[src/rtl/writeback_pkg.sv]
// Shared definitions for the writeback stage: CSR map, select encodings,
// trap causes and the WFI sleep states.
package writeback_pkg;

    localparam logic [11:0] CSR_MSTATUS  = 12'h300;
    localparam logic [11:0] CSR_MIE      = 12'h304;
    localparam logic [11:0] CSR_MTVEC    = 12'h305;
    localparam logic [11:0] CSR_MSCRATCH = 12'h340;
    localparam logic [11:0] CSR_MEPC     = 12'h341;
    localparam logic [11:0] CSR_MCAUSE   = 12'h342;
    localparam logic [11:0] CSR_MIP      = 12'h344;
    localparam logic [11:0] CSR_MCYCLE   = 12'hB00;
    localparam logic [11:0] CSR_MCYCLEH  = 12'hB80;
    localparam logic [11:0] CSR_MINSTRET = 12'hB02;
    localparam logic [11:0] CSR_MINSTRETH = 12'hB82;
    localparam logic [11:0] CSR_MHARTID  = 12'hF14;

    typedef enum logic [1:0] {
        WB_ALU  = 2'b00,
        WB_CSR  = 2'b01,
        WB_LOAD = 2'b10,
        WB_PC   = 2'b11
    } wb_sel_e;

    typedef enum logic [1:0] {
        SZ_BYTE = 2'b00,
        SZ_HALF = 2'b01,
        SZ_WORD = 2'b10
    } ls_size_e;

    typedef enum logic {
        ST_RUN  = 1'b0,
        ST_WAIT = 1'b1
    } wfi_state_e;

    localparam logic [3:0] EXC_INSTR_MISALIGN = 4'd0;
    localparam logic [3:0] EXC_INSTR_FAULT    = 4'd1;
    localparam logic [3:0] EXC_ILLEGAL        = 4'd2;
    localparam logic [3:0] EXC_BREAKPOINT     = 4'd3;
    localparam logic [3:0] EXC_LOAD_MISALIGN  = 4'd4;
    localparam logic [3:0] EXC_LOAD_FAULT     = 4'd5;
    localparam logic [3:0] EXC_STORE_MISALIGN = 4'd6;
    localparam logic [3:0] EXC_STORE_FAULT    = 4'd7;
    localparam logic [3:0] EXC_ECALL_M        = 4'd11;

    localparam logic [31:0] INT_CAUSE_MEI = 32'h8000_000B;

    function automatic logic [31:0] word_align(input logic [31:0] v);
        return {v[31:2], 2'b00};
    endfunction

endpackage

[src/rtl/writeback_load_align.sv]
// Picks the addressed byte/half lane out of a raw bus word and extends it.
module writeback_load_align
    import writeback_pkg::*;
(
    input  logic [31:0] data_i,
    input  logic [1:0]  addr_i,
    input  logic [1:0]  size_i,
    input  logic        signed_i,
    output logic [31:0] data_o
);

    logic [7:0]  byte_lane;
    logic [15:0] half_lane;

    always_comb begin
        unique case (addr_i)
            2'd0:    byte_lane = data_i[7:0];
            2'd1:    byte_lane = data_i[15:8];
            2'd2:    byte_lane = data_i[23:16];
            default: byte_lane = data_i[31:24];
        endcase
        half_lane = addr_i[1] ? data_i[31:16] : data_i[15:0];

        unique case (size_i)
            SZ_BYTE: data_o = {{24{signed_i & byte_lane[7]}}, byte_lane};
            SZ_HALF: data_o = {{16{signed_i & half_lane[15]}}, half_lane};
            default: data_o = data_i;
        endcase
    end

endmodule

[src/rtl/writeback.sv]
// Commit stage: register-file write, machine CSRs, traps, mret and WFI sleep.
module writeback
    import writeback_pkg::*;
#(
    parameter logic [31:0] MTVEC_RESET = 32'h0000_0000,
    parameter int          HART_ID     = 0
) (
    input  logic        clk,
    input  logic        reset,
    input  logic        stall,
    input  logic [31:0] pc_in,
    input  logic [31:0] next_pc_in,
    input  logic [31:0] alu_data_in,
    input  logic [31:0] csr_data_in,
    input  logic [31:0] load_data_in,
    input  logic [1:0]  load_store_size_in,
    input  logic        load_signed_in,
    input  logic [1:0]  write_select_in,
    input  logic [4:0]  rd_address_in,
    input  logic        csr_write_in,
    input  logic [11:0] csr_address_in,
    input  logic        mret_in,
    input  logic        wfi_in,
    input  logic        valid_in,
    input  logic        exception_in,
    input  logic [3:0]  ecause_in,
    input  logic        external_interrupt,
    input  logic [11:0] csr_read_address,
    output logic [31:0] csr_read_data,
    output logic        reg_write_enable,
    output logic [4:0]  reg_write_address,
    output logic [31:0] reg_write_data,
    output logic        trap_taken,
    output logic [31:0] trap_address,
    output logic        wfi_stall,
    output logic        retired
);

    logic        mie_q, mie_d, mpie_q, mpie_d, meie_q, meie_d;
    logic [31:0] mtvec_q, mtvec_d, mepc_q, mepc_d;
    logic [31:0] mcause_q, mcause_d, mscratch_q, mscratch_d;
    logic [63:0] mcycle_q, mcycle_d, minstret_q, minstret_d;
    wfi_state_e  state_q, state_d;

    logic        fire, irq_pending, take_trap, do_retire;
    logic [31:0] load_word, wdata;

    writeback_load_align u_align (
        .data_i   (load_data_in),
        .addr_i   (alu_data_in[1:0]),
        .size_i   (load_store_size_in),
        .signed_i (load_signed_in),
        .data_o   (load_word)
    );

    always_comb begin
        fire        = !reset && valid_in && !stall && (state_q == ST_RUN);
        irq_pending = external_interrupt && mie_q && meie_q;
        take_trap   = fire && (exception_in || irq_pending);
        do_retire   = fire && !take_trap;

        unique case (write_select_in)
            WB_ALU:  wdata = alu_data_in;
            WB_CSR:  wdata = csr_data_in;
            WB_LOAD: wdata = load_word;
            default: wdata = next_pc_in;
        endcase

        retired           = do_retire;
        reg_write_enable  = do_retire && (rd_address_in != 5'd0);
        reg_write_address = reg_write_enable ? rd_address_in : 5'd0;
        reg_write_data    = reg_write_enable ? wdata : 32'd0;
        trap_taken        = take_trap || (do_retire && mret_in);
        trap_address      = take_trap ? mtvec_q
                          : trap_taken ? mepc_q : 32'd0;
        wfi_stall         = !reset && (state_q == ST_WAIT);
    end

    always_comb begin
        unique case (csr_read_address)
            CSR_MSTATUS:   csr_read_data = {24'd0, mpie_q, 3'd0, mie_q, 3'd0};
            CSR_MIE:       csr_read_data = {20'd0, meie_q, 11'd0};
            CSR_MTVEC:     csr_read_data = mtvec_q;
            CSR_MSCRATCH:  csr_read_data = mscratch_q;
            CSR_MEPC:      csr_read_data = mepc_q;
            CSR_MCAUSE:    csr_read_data = mcause_q;
            CSR_MIP:       csr_read_data = {20'd0, external_interrupt, 11'd0};
            CSR_MCYCLE:    csr_read_data = mcycle_q[31:0];
            CSR_MCYCLEH:   csr_read_data = mcycle_q[63:32];
            CSR_MINSTRET:  csr_read_data = minstret_q[31:0];
            CSR_MINSTRETH: csr_read_data = minstret_q[63:32];
            CSR_MHARTID:   csr_read_data = 32'(HART_ID);
            default:       csr_read_data = 32'd0;
        endcase
    end

    always_comb begin
        mie_d      = mie_q;
        mpie_d     = mpie_q;
        meie_d     = meie_q;
        mtvec_d    = mtvec_q;
        mepc_d     = mepc_q;
        mcause_d   = mcause_q;
        mscratch_d = mscratch_q;
        mcycle_d   = mcycle_q + 64'd1;
        minstret_d = do_retire ? minstret_q + 64'd1 : minstret_q;
        state_d    = state_q;

        if (take_trap) begin
            mepc_d   = word_align(pc_in);
            mcause_d = exception_in ? {28'd0, ecause_in} : INT_CAUSE_MEI;
            mpie_d   = mie_q;
            mie_d    = 1'b0;
        end else if (do_retire && mret_in) begin
            mie_d  = mpie_q;
            mpie_d = 1'b1;
        end

        // Explicit counter writes replace the increment, half by half.
        if (do_retire && csr_write_in) begin
            unique case (csr_address_in)
                CSR_MSTATUS: begin
                    mie_d  = alu_data_in[3];
                    mpie_d = alu_data_in[7];
                end
                CSR_MIE:       meie_d     = alu_data_in[11];
                CSR_MTVEC:     mtvec_d    = word_align(alu_data_in);
                CSR_MEPC:      mepc_d     = word_align(alu_data_in);
                CSR_MCAUSE:    mcause_d   = alu_data_in;
                CSR_MSCRATCH:  mscratch_d = alu_data_in;
                CSR_MCYCLE:    mcycle_d   = {mcycle_q[63:32], alu_data_in};
                CSR_MCYCLEH:   mcycle_d   = {alu_data_in, mcycle_q[31:0]};
                CSR_MINSTRET:  minstret_d = {minstret_q[63:32], alu_data_in};
                CSR_MINSTRETH: minstret_d = {alu_data_in, minstret_q[31:0]};
                default: ;
            endcase
        end

        if (!stall) begin
            unique case (state_q)
                ST_RUN:  if (do_retire && wfi_in) state_d = ST_WAIT;
                default: if (external_interrupt && meie_q) state_d = ST_RUN;
            endcase
        end
    end

    always_ff @(posedge clk) begin
        if (reset) begin
            mie_q      <= 1'b0;
            mpie_q     <= 1'b0;
            meie_q     <= 1'b0;
            mtvec_q    <= MTVEC_RESET;
            mepc_q     <= 32'd0;
            mcause_q   <= 32'd0;
            mscratch_q <= 32'd0;
            mcycle_q   <= 64'd0;
            minstret_q <= 64'd0;
            state_q    <= ST_RUN;
        end else begin
            mie_q      <= mie_d;
            mpie_q     <= mpie_d;
            meie_q     <= meie_d;
            mtvec_q    <= mtvec_d;
            mepc_q     <= mepc_d;
            mcause_q   <= mcause_d;
            mscratch_q <= mscratch_d;
            mcycle_q   <= mcycle_d;
            minstret_q <= minstret_d;
            state_q    <= state_d;
        end
    end

endmodule

[config.mk]
export PLATFORM = sky130hd
export DESIGN_NAME = writeback
export DESIGN_NICKNAME = d
export VERILOG_FILES = /design/src/rtl/writeback_pkg.sv /design/src/rtl/writeback_load_align.sv /design/src/rtl/writeback.sv
export SDC_FILE = /design/constraint.sdc
export NUM_CORES = 1
export LEC_CHECK = 0
export CAP_MARGIN = 30
export CORE_MARGIN = 8
export CORE_UTILIZATION = 30
export CTS_CLUSTER_DIAMETER = 60
export CTS_CLUSTER_SIZE = 30
export DETAILED_ROUTE_END_ITERATION = 10
export GPL_ROUTABILITY_DRIVEN = 0
export PLACE_DENSITY = 0.54
export SYNTH_ARGS = -nofsm -noshare
export SYNTH_HDL_FRONTEND = slang
export SYNTH_SLANG_ARGS = --single-unit
[constraint.sdc]
create_clock -name clk -period 4.28 [get_ports clk]
set_clock_uncertainty 0.1 [all_clocks]
set_input_delay 1.07 -clock clk [delete_from_list [all_inputs] [get_ports clk]]
set_output_delay 1.07 -clock clk [all_outputs]
set_load 0.1 [all_outputs]
==> Word-level counts from Yosys, hierarchy flattened <==
Index checks and enable logic that the tools add are counted.
{ "word_totals": {"ff_bits": 258, "inputBits": 207, "out_inout_bits": 105, "elab_cells": 104} }
{ "classes": {"addsub": 2, "eq_ne": 30, "n_mux": 32, "bitwise": 3, "reduce_logical": 25} }
{ "ops": {"columns": ["op", "count"], "rows": [
  ["32-bit one-hot mux with 11 select lines", 1],
  ["32-bit 2-to-1 mux", 10],
  ["64-bit one-hot mux with 2 select lines", 2],
  ["64-bit 2-to-1 mux", 3],
  ["12-bit by 10-bit equality test with 1-bit output, second input constant", 13],
  ["64-bit by 1-bit adder with 64-bit output, second input constant", 2],
  ["12-bit equality test, second input constant", 8],
  ["32-bit one-hot mux with 3 select lines", 1],
  ["32-bit one-hot mux with 2 select lines", 1],
  ["8-bit one-hot mux with 3 select lines", 1],
  ["16-bit 2-to-1 mux", 1],
  ["1-bit logical AND", 13],
  ["1-bit 2-to-1 mux", 11],
  ["2-bit inequality test, second input constant", 4],
  ["2-bit by 1-bit equality test with 1-bit output, second input constant", 3],
  ["2-bit logical NOT", 3],
  ["2-bit AND reduction", 3],
  ["5-bit 2-to-1 mux", 1],
  ["5-bit nonzero test", 1],
  ["2-bit equality test, second input constant", 2],
  ["1-bit logical NOT", 3],
  ["1-bit AND", 2],
  ["1-bit logical OR", 2],
  ["1-bit NOT", 1]
]} }

==> Logic depth before layout (Yosys ltp) <==
{ "depth": {"ltp_word": 12, "depth_mapped": 11, "depth_no_buf": 7} }

==> Cells and area by module <==
Synthesis repeated with hierarchy kept, for this count alone.
{ "hier_totals": {"hier_cells": 2207, "area_unflattened_um2": 17182.7} }
{ "by_module_without_submodules": {"columns": ["module", "instances", "cells_per_inst", "area_per_inst_um2", "seq_area_each_um2"], "rows": [
  ["writeback", 1, 2092, 16306.9, 5165.0],
  ["writeback_load_align", 1, 115, 875.8, 0.0]
]} }

==> Least setup slack after synthesis <==
OpenSTA, ideal clock, no wires.
{ "synth_path": {"path_type": "input -> output", "from": "in reset", "to": "out reg_write_data[29]", "arrival_ps": 5089, "required_ps": 3110, "slack_ps": -1979, "cell_stages": 8, "path_buffers": 3, "path_cell_list": "buf_2 nor4b_1 clkbuf_1 nand2_1 a21oi_1 clkbuf_1 o21ai_0 a31oi_1"} }
{ "synth_between": {"elab_chain_cells": 9} }
{ "synth_rtl": {"columns": ["item", "line_no", "rtl"], "rows": [
  ["start: declaration", "writeback.sv:9", "input logic reset,"],
  ["1-bit logical NOT (*)", "writeback.sv:57", "fire = !reset && valid_in && !stall && (state_q == ST_RUN);"],
  ["1-bit logical AND (*) (3 in a row)", "writeback.sv:57", null],
  ["1-bit logical AND", "writeback.sv:59", "take_trap = fire && (exception_in || irq_pending);"],
  ["1-bit logical NOT", "writeback.sv:60", "do_retire = fire && !take_trap;"],
  ["1-bit logical AND (*)", "writeback.sv:60", null],
  ["1-bit logical AND (*)", "writeback.sv:70", "reg_write_enable = do_retire && (rd_address_in != 5'd0);"],
  ["net reg_write_enable", "writeback.sv:30", "output logic reg_write_enable,"],
  ["32-bit 2-to-1 mux (*)", "writeback.sv:72", "reg_write_data = reg_write_enable ? wdata : 32'd0;"],
  ["end: declaration", "writeback.sv:32", "output logic [31:0] reg_write_data,"]
]} }
Mark *: on every way through the listed nets, which the timed path passes. The rest lies on a longest branch.

==> Final worst setup path <==
{ "layout_path": {"from": "in csr_read_address[10]", "to": "out csr_read_data[0]"} }
{ "layout_between": {"elab_chain_cells": 2, "elab_cells_between_ends": 12, "classes_between": "eq/ne (11); mux (1)"} }
{ "layout_rtl": {"columns": ["item", "line_no", "rtl"], "rows": [
  ["start: declaration", "writeback.sv:28", "input logic [11:0] csr_read_address,"],
  ["12-bit equality test / 12-bit by 10-bit equality test with 1-bit output (equally long branches)", "writeback.sv:80", "unique case (csr_read_address)"],
  ["32-bit one-hot mux with 11 select lines (*)", "writeback.sv:80", null],
  ["end: declaration", "writeback.sv:29", "output logic [31:0] csr_read_data,"]
]} }
Every way passes the cells marked *; elsewhere a longest branch is shown, timed or not.

==> flow_summary.yaml <==
status:
  status: "completed"
worst_setup_path:
  cpMaxStageDelayCell: "nor4b_4"
  cp-start-kind: "input pin"
  cpPeakStageDelay_ns: 0.28
  end_kind: "output port"
  r2r_cells: 6
  worstPathRequired_ns: 3.11
  critPathMostFrequentCell: "buf_6"
  worstSetupPathType: "in -> out"
  cp.arrival_ns: 3.10
  r2r-start: "minstret_q[8]"
  reg2reg_slack_ns: 1.11
  r2r_end: "minstret_q[61]"
  path_cells: "buf_6, nand3b_1, nor4_4, nand3b_1, buf_4, nor4b_4, buf_6, buf_12, buf_6, a22oi_2, nand3_4, buf_12"
  critPathMaxFanout: 7
timing:
  setup_violations: 0
  rsz0062_at_grt: "true"
  slew_headroom_pct: 39.29
  period_needed_ns: 4.267
  finalCritPeriodShare_pct: 99.68
  tns_ns: 0
  fmaxAchievable_mhz: 234.4
  slew_viol_final: 0
  tightest_slew_ns: 0.9037
  setup_ws_ns: 0.01349
  hold_viol_final: 0
die:
  row_count: 87
  die_width_um: 253.3
  die_area_mm2: 0.06414
  num_io_pins: 312
  die_h_um: 253.3
  core-area_mm2: 0.05606
  start_util_pct: 30.13
drt:
  ant_nets: 0
  drc: 0
  drtIter0Drc: 2962
  dr.pass1.iters: 8
  avgViaCountPerCell: 6.153
  finalWirelength_um: 91960
  wl_per_cell_um: 26.47
  via_count: 21380
synth:
  yosysWarnings: 0
  syn_area_mm2: 0.01689
  async_flop_share_pct: 0
  seq_area_frac_synth_pct: 30.58
  synthCells: 2353
  ys.flop_type: "dfxtp_1"
  syn_avg_cell_area_um2: 7.178
  synth_fp_nets: 2562
  synth-seq-cells: 258
  synth.distinct_cells: 72
  synth-edff-count: 0
place:
  pre_cts_slack_ns: -0.4701
  hpwlAfterDp_um: 68360
  numPortBuffers: 309
global_route:
  antenna_found_initial: 2
  first_global_vias: 20140
  grtUsageTotal_pct: 27.30
  grt_pass1_wl_um: 134700
  grt_overflow: 0
  grt_max_degree: 116
layout:
  fin_util_pct: 44.71
  layout-drive-gt1-share_pct: 20.85
  areaGrowthSynthToFinish_pct: 48.41
  finalNetCount: 2901
clock_tree:
  clock_sinks: 258
  cts_tree: "yes"
  cts_made_buffers: 29
  clk_latency_ns: 0.59
  htree_levels: 1
  clkTransAtPathRegs_ns: 0.07
  root_buffer: "clkbuf_16"
  ctsLongestPathBuffers: 3
run:
  max_cap_viol_count: 0
power_and_ir_drop:
  leakage_nw: 8.624
  power_mw: 5.857
  p_per_area_mw_per_mm2: 233.7
  max-vdd-ir-drop_v: 0.0003019
min_path:
  worstHoldStart: "mscratch_q[22]"
  min_path_type: "reg -> reg"
  hold-path-cell-count: 2
  holdPathEnd: "mscratch_q[22]"
worst max-delay path by stage:
| stage | start | end | cells past startpoint |
|---|---|---|---|
| floorplan | alu_data_in[1] | reg_write_data[29] | 8 |
| global placement | alu_data_in[0] | reg_write_data[3] | 9 |
| detailed placement | alu_data_in[0] | reg_write_data[3] | 9 |
| CTS | csr_read_address[10] | csr_read_data[0] | 13 |
| global route | csr_read_address[10] | csr_read_data[0] | 12 |
| finish | csr_read_address[10] | csr_read_data[0] | 12 |
metal layers:
layer	GRT usage [%]	routed length, µm	up-vias
met5	0	0	-
met4	10.11	3572	0
met3	5.162	9806	144
met2	40.70	38950	1272
met1	38.58	39630	10440
li1	-	-	9521
metrics by stage:
stage	cell area, µm²	hold slack [ns]	instances
finish	25060	0.3578	3474
global route	25060	0.3777	3472
CTS	24970	0.3560	3464
detailed placement	23630	0.3465	3391
global placement	23620	0.3418	3390
floorplan	17600	0.3329	2353
worst max-delay path, delay by kind of cell:
| kind | cells | cell delay [ns] |
|---|---|---|
| and+or+nand+nor | 5 | 1.00 |
| buffers and inverters | 6 | 0.93 |
| AOI/OAI and AO/OA | 1 | 0.08 |
cell families after synthesis:
family,count (synthesis),synth area share [%]
buffers and inverters,259,5.875
xor gates and xnor gates,13,0.6742
muxes,72,4.571
DFF,258,30.58
adders and majority gates,2,0.1481
AOI/OAI and AO/OA,745,29.33
and+or+nand+nor,1004,28.82
flip-flops by register name, indices dropped and copies added, names as in the netlist:
signal and flops:
minstret_q 64, meie_q 1, mcause_q 32, mepc_q 32
mscratch_q 32, mpie_q 1, mie_q 1, state_q 1
mtvec_q 30, mcycle_q 64
report_power, final:
group / total (mW) / internal (mW) / switching [mW]
clock: 2.61 / 1.39 / 1.22
sequential: 2.42 / 2.41 / 0.0131
combinational: 0.823 / 0.347 / 0.477
total: 5.86 / 4.15 / 1.71
cell type report:
| class | instances | area, µm² |
|---|---|---|
| Sequential cell | 258 | 5165 |
| Fill cell | 5527 | 31000 |
| Tap cell | 756 | 945.9 |
| Inverter | 38 | 146.4 |
| Timing Repair inverter | 1 | 7.507 |
| Clock inverter | 20 | 219.0 |
| Antenna cell | 4 | 10.01 |
| Timing Repair Buffer | 528 | 6211 |
| Multi-Input combinational cell | 1836 | 11600 |
| Clock buffer | 33 | 760.7 |
Yosys cell counts (all sizes together), types with 37 or more instances:
master | count | share of area (%)
nor4 | 37 | 1.4
and3 | 40 | 1.5
nor3 | 52 | 1.5
clkbuf | 201 | 4.5
nand2 | 398 | 8.8
inv | 38 | 0.84
nand3 | 147 | 4.4
dfxtp | 258 | 31
a22oi | 92 | 4.1
mux2 | 41 | 2.7
a21oi | 201 | 6.0
nor2 | 128 | 2.8
a31oi | 54 | 2.0
o21ai | 152 | 4.5
nand4 | 51 | 2.0
placed cells by master, fill, tap and decap left out, types with 10 or more instances in the layout:
cell type and count:
dfxtp_1 258, a31oi_1 28, a21o_1 14, buf_4 179
nor2_1 121, buf_6 12, nor4_1 32, mux2_2 41
nand3_2 28, a221o_1 24, mux2i_1 31, nand2b_1 23
a22oi_1 91, and2_1 20, a21oi_1 193, and3_1 38
a222oi_1 31, and4_1 17, nor3_1 49, a22o_2 30
inv_1 37, buf_12 130, or3_1 30, o211ai_1 12
clkbuf_16 29, a211oi_1 14, nand3_1 116, or4_1 21
clkdlybuf4s50_1 186, o21ai_0 141, nand2_1 395, nand4_1 49
a31oi_4 25, o21ai_1 10, a311oi_1 36
what timing repair did:
action | CTS | global route
resized for setup | 55 | 27
gates cloned | 4 | 1
pin swaps | 38 | 15
endpoints found under the setup margin | 61 | 83
hold buffers | 0 | 0
buffers inserted | 18 | 5
(Power assumes the default switching activity.)
